**src/rtl/serial_add_ctrl.sv**
```systemverilog
// Bit-serial adder controller: one full-adder cell reused over WIDTH clocks, LSB first.
// Start/busy/done handshake; sum/cout are held until the next completion.
module serial_add_ctrl #(
    parameter int WIDTH = 4
) (
    input  logic             clk,
    input  logic             rst,
    input  logic             start,
    input  logic [WIDTH-1:0] a,
    input  logic [WIDTH-1:0] b,
    input  logic             cin,
    output logic             busy,
    output logic             done,
    output logic [WIDTH-1:0] sum,
    output logic             cout
);
    localparam int CW = (WIDTH > 1) ? $clog2(WIDTH) : 1;
    localparam logic [CW-1:0] LAST = CW'(WIDTH - 1);

    localparam logic [1:0] ST_IDLE = 2'd0;
    localparam logic [1:0] ST_RUN  = 2'd1;
    localparam logic [1:0] ST_DONE = 2'd2;

    logic [1:0]       state_q, state_d;
    logic [WIDTH-1:0] a_sh_q, a_sh_d;
    logic [WIDTH-1:0] b_sh_q, b_sh_d;
    logic             carry_q, carry_d;
    logic [CW-1:0]    cnt_q, cnt_d;
    logic [WIDTH-1:0] res_q, res_d;
    logic [WIDTH-1:0] sum_q, sum_d;
    logic             cout_q, cout_d;

    logic s_bit;
    logic c_next;

    // The single shared full-adder cell, fed by the operand LSBs and the carry flop.
    assign s_bit  = a_sh_q[0] ^ b_sh_q[0] ^ carry_q;
    assign c_next = (a_sh_q[0] & b_sh_q[0]) | (a_sh_q[0] & carry_q) | (b_sh_q[0] & carry_q);

    always_comb begin
        state_d = state_q;
        a_sh_d  = a_sh_q;
        b_sh_d  = b_sh_q;
        carry_d = carry_q;
        cnt_d   = cnt_q;
        res_d   = res_q;
        sum_d   = sum_q;
        cout_d  = cout_q;
        case (state_q)
            ST_IDLE: begin
                if (start) begin
                    a_sh_d  = a;
                    b_sh_d  = b;
                    carry_d = cin;
                    cnt_d   = '0;
                    res_d   = '0;
                    state_d = ST_RUN;
                end
            end
            ST_RUN: begin
                res_d   = {s_bit, res_q[WIDTH-1:1]};
                a_sh_d  = a_sh_q >> 1;
                b_sh_d  = b_sh_q >> 1;
                carry_d = c_next;
                if (cnt_q == LAST) begin
                    // Final bit: publish the completed result on the same edge.
                    sum_d   = {s_bit, res_q[WIDTH-1:1]};
                    cout_d  = c_next;
                    state_d = ST_DONE;
                end else begin
                    cnt_d = cnt_q + CW'(1);
                end
            end
            ST_DONE: state_d = ST_IDLE;
            default: state_d = ST_IDLE;
        endcase
    end

    always_ff @(posedge clk or posedge rst) begin
        if (rst) begin
            state_q <= ST_IDLE;
            a_sh_q  <= '0;
            b_sh_q  <= '0;
            carry_q <= 1'b0;
            cnt_q   <= '0;
            res_q   <= '0;
            sum_q   <= '0;
            cout_q  <= 1'b0;
        end else begin
            state_q <= state_d;
            a_sh_q  <= a_sh_d;
            b_sh_q  <= b_sh_d;
            carry_q <= carry_d;
            cnt_q   <= cnt_d;
            res_q   <= res_d;
            sum_q   <= sum_d;
            cout_q  <= cout_d;
        end
    end

    // Outputs decode or mirror flops only; nothing combinational from the inputs.
    assign busy = (state_q == ST_RUN);
    assign done = (state_q == ST_DONE);
    assign sum  = sum_q;
    assign cout = cout_q;
endmodule

```
**config.mk**
```make
export PLATFORM = sky130hd
export DESIGN_NAME = serial_add_ctrl
export DESIGN_NICKNAME = d
export VERILOG_FILES = /design/src/rtl/serial_add_ctrl.sv
export SDC_FILE = /design/constraint.sdc
export NUM_CORES = 1
export LEC_CHECK = 0
export CAP_MARGIN = 20
export CELL_PAD_IN_SITES_DETAIL_PLACEMENT = 0
export CELL_PAD_IN_SITES_GLOBAL_PLACEMENT = 1
export CORE_UTILIZATION = 36
export CTS_CLUSTER_SIZE = 28
export DETAILED_ROUTE_END_ITERATION = 12
export GPL_TIMING_DRIVEN = 0
export PLACE_DENSITY = 0.78
export SLEW_MARGIN = 20
export SYNTH_ARGS = -nofsm -noshare
export SYNTH_HDL_FRONTEND = slang
export SYNTH_SLANG_ARGS = --single-unit
```
**constraint.sdc**
```tcl
create_clock -name clk -period 1.4 [get_ports clk]
set_clock_uncertainty 0.1 [all_clocks]
set_input_delay 0.28 -clock clk [delete_from_list [all_inputs] [get_ports clk]]
set_output_delay 0.28 -clock clk [all_outputs]
set_load 0.02 [all_outputs]
```
==> results.toml <==
[floorplanning]
start_util = 0.392
die-height_um = 54.7
dieWidth_um = 54.7
core_area_sq_mm = 0.00254
die_area_sq_mm = 0.00299
ios = 19
fp-row-count = 18

[yosys]
synth_top_area_cell = "dfrtp_1"
synth_compound_area_frac = 0.158
synthesis.nets = 92
netlist.area_leader.share = 0.526
synth.avg_cell_area_sq_um = 12.8
synth_cells = 78
yosysMostFrequentCell = "dfrtp_1"
muxShareOfSynthArea = 0.0564
synth_area_sq_um = 998
yosys_warnings = 0
synth-xor-area-share = 0
synth_top_family_by_area = "simple AND/OR/NAND/NOR gates"
synthSimpleGateAreaFrac = 0.170
ys_ff_latch = 21
synth_common_cells = "dfrtp_1 (21), inv_1 (6), mux2_2 (5), o221a_2 (5), or4b_1 (5)"
yosysSeqAreaShare = 0.526
ys_async_sr_fraction = 1.00
synth_cell_types = 28
synth_enable_flop_cells = 0
synth.area.top_cells = "dfrtp_1 (53%), mux2_2 (5.6%), o221a_2 (5.6%)"
ys.flop_type = "dfrtp_1"
synth_fa_ha_area_frac = 0.0326

[critical_path]
cp_cell_sequence = "buf_8 > buf_8 > nor2b_4 > buf_6"
crit_type = "reg2out"
crit_path_start_kind = "register"
arrival_ns = 1.22
crit_slowest_cell = "dfrtp_1"
required_ns = 1.02
cpMostUsedCell = "buf_8"
crit_buf_inv = 3
slowest_delay_ns = 0.42
cp_top_family = "flip-flops"
cp-end-kind = "primary output"
cp_max_fo = 4

[layout]
multiInputGateArea_sq_um = 514
drive_above_1_share = 0.465
regArea_sq_um = 526
diodes = 0
fillers = 227
final_nets = 129
final_cell_count_no_fill = 144
area.growth.synth_to_final_pct = 47.7

[routing]
initialDrtViolationCount = 11
vias_per_cell = 5.49
first_pass_iters = 4
num_vias = 790
antenna_left = 0
routed_wl_mm = 2.35
remaining_drc_errors = 0
wl_per_cell_um = 16.3

[timing]
tightestPinTransition_ns = 0.818
drv_slew = 0
rsz0062_at_grt = "yes"
finalCritPeriodShare = 1.14
maxSlewHeadroom = 0.454
hold_viol = 0
fin_crit_ns = 1.60
fmax_ghz = 0.625
timing.final.ws_setup_ns = -0.201
setup_viol = 13
tns_ns = -0.883

[placed_design]
portBuffers = 18
place_inst = 126
gp_congestion = 0.743
hpwl_mm = 1.35

[cts]
clk_latency_ns = 0.31
clock-sinks = 21
cts_max_path_buffers = 2
clkTransAtPathRegs_ns = 0.12
cts_buffers = 3
h-tree-depth = 1
root_buffer = "clkbuf_4"
hold_buffers = 0
cts_tree = "built"

[grt]
grtUsageTotal = 0.177
antenna_found_initial = 0
first_global_vias = 821
grt-ovfl-total = 0
grt_pass1_wl_mm = 3.66
grt_max_degree = 22

[power_and_ir_drop]
power_density_mw_per_mm2 = 2150
ir_drop_v = 0.00112
p_leak_nw = 0.678

[hold_path]
min_path_type = "in2async"

[run]
drv_cap = 0

[run_status]
violations = "setup timing"
status = "complete, but fails checks"
sequential cells by signal (all words and copies together), names as in the netlist:
signal / count
a_sh_q: 4
b_sh_q: 4
sum: 4
res_q: 3
cnt_q: 2
state_q: 2
carry_q: 1
cout: 1
routing by layer:
metal,global-route usage,up-vias,routed length (um)
met5,0,-,0
met4,0.0385,0,46
met3,0.0500,4,128
met2,0.333,21,1190
met1,0.191,390,984
li1,-,375,-
metrics by stage:
stage	power (W)	util	hold WS [ns]	setup WS (ns)	instance area (sq um)
2_1_floorplan	0.00193	-	0.157	0.00193	998
3_3_place_gp	0.00230	0.478	0.387	-0.561	1220
3_5_place_dp	0.00233	0.478	0.380	-0.570	1220
4_1_cts	0.00291	0.548	0.346	-0.229	1400
5_1_grt	0.00339	0.580	0.394	-0.243	1480
6_report	0.00317	0.580	0.311	-0.201	1480
timing repair:
action	CTS	global route
setup endpoints to repair	21	21
pin swaps	2	3
buffers inserted	10	5
hold endpoints to repair	0	0
gates resized for setup	39	21
cells by family after synthesis:
logic type,count (synthesis)
buffers and inverters,11
multiplexers,5
adder cells (fa/ha/maj),2
flip-flops,21
AND/OR/NAND/NOR,22
AO/OA/AOI/OAI,17
area by class of cell:
type                            instances  share of cell area
Clock buffer                            3              0.0153
Buffer                                  5              0.0433
Timing Repair Buffer                   32               0.191
Tap cell                               30              0.0254
Clock inverter                          1             0.00339
Sequential cell                        21               0.356
Multi-Input combinational cell         46               0.349
Inverter                                6              0.0170
where the power goes:
group | internal, W | switching [W] | leakage [nW]
Combinational | 0.00102 | 0.000784 | 0.404
Clock | 0.000107 | 0.000193 | 0.0177
Sequential | 0.000884 | 0.000182 | 0.256
Total | 0.00201 | 0.00116 | 0.678
placed cells by master (no fill, tap or decap), drive strengths merged, types with 2 or more instances in the layout:
master          n
dfrtp          21
buf            21
clkdlybuf4s50  11
clkbuf          8
inv             6
mux2            5
or4b            5
o221a           5
nor4b           3
a22o            3
a211o           3
nand2b          3
nor2            2
nor3b           2
a221oi          2
nor4bb          2
worst paths after layout:
kind / slack (ns) / startpoint / cells past startpoint / endpoint
hold / removal: 0.31 / rst / 2 / a_sh_q[0]$_DFFE_PP0P_
max in group asynchronous: 0.39 / rst / 2 / a_sh_q[2]$_DFFE_PP0P_
setup reg to reg: -0.12 / state_q[0]$_DFFE_PP0P_ / 4 / a_sh_q[2]$_DFFE_PP0P_
min in group clk: 0.42 / res_q[1]$_DFFE_PP0P_ / 1 / res_q[1]$_DFFE_PP0P_
hold reg to reg: 0.42 / res_q[1]$_DFFE_PP0P_ / 1 / res_q[1]$_DFFE_PP0P_
setup / recovery: -0.20 / state_q[1]$_DFFE_PP0P_ / 4 / done
No activity file was read; power rests on OpenSTA's default activity.
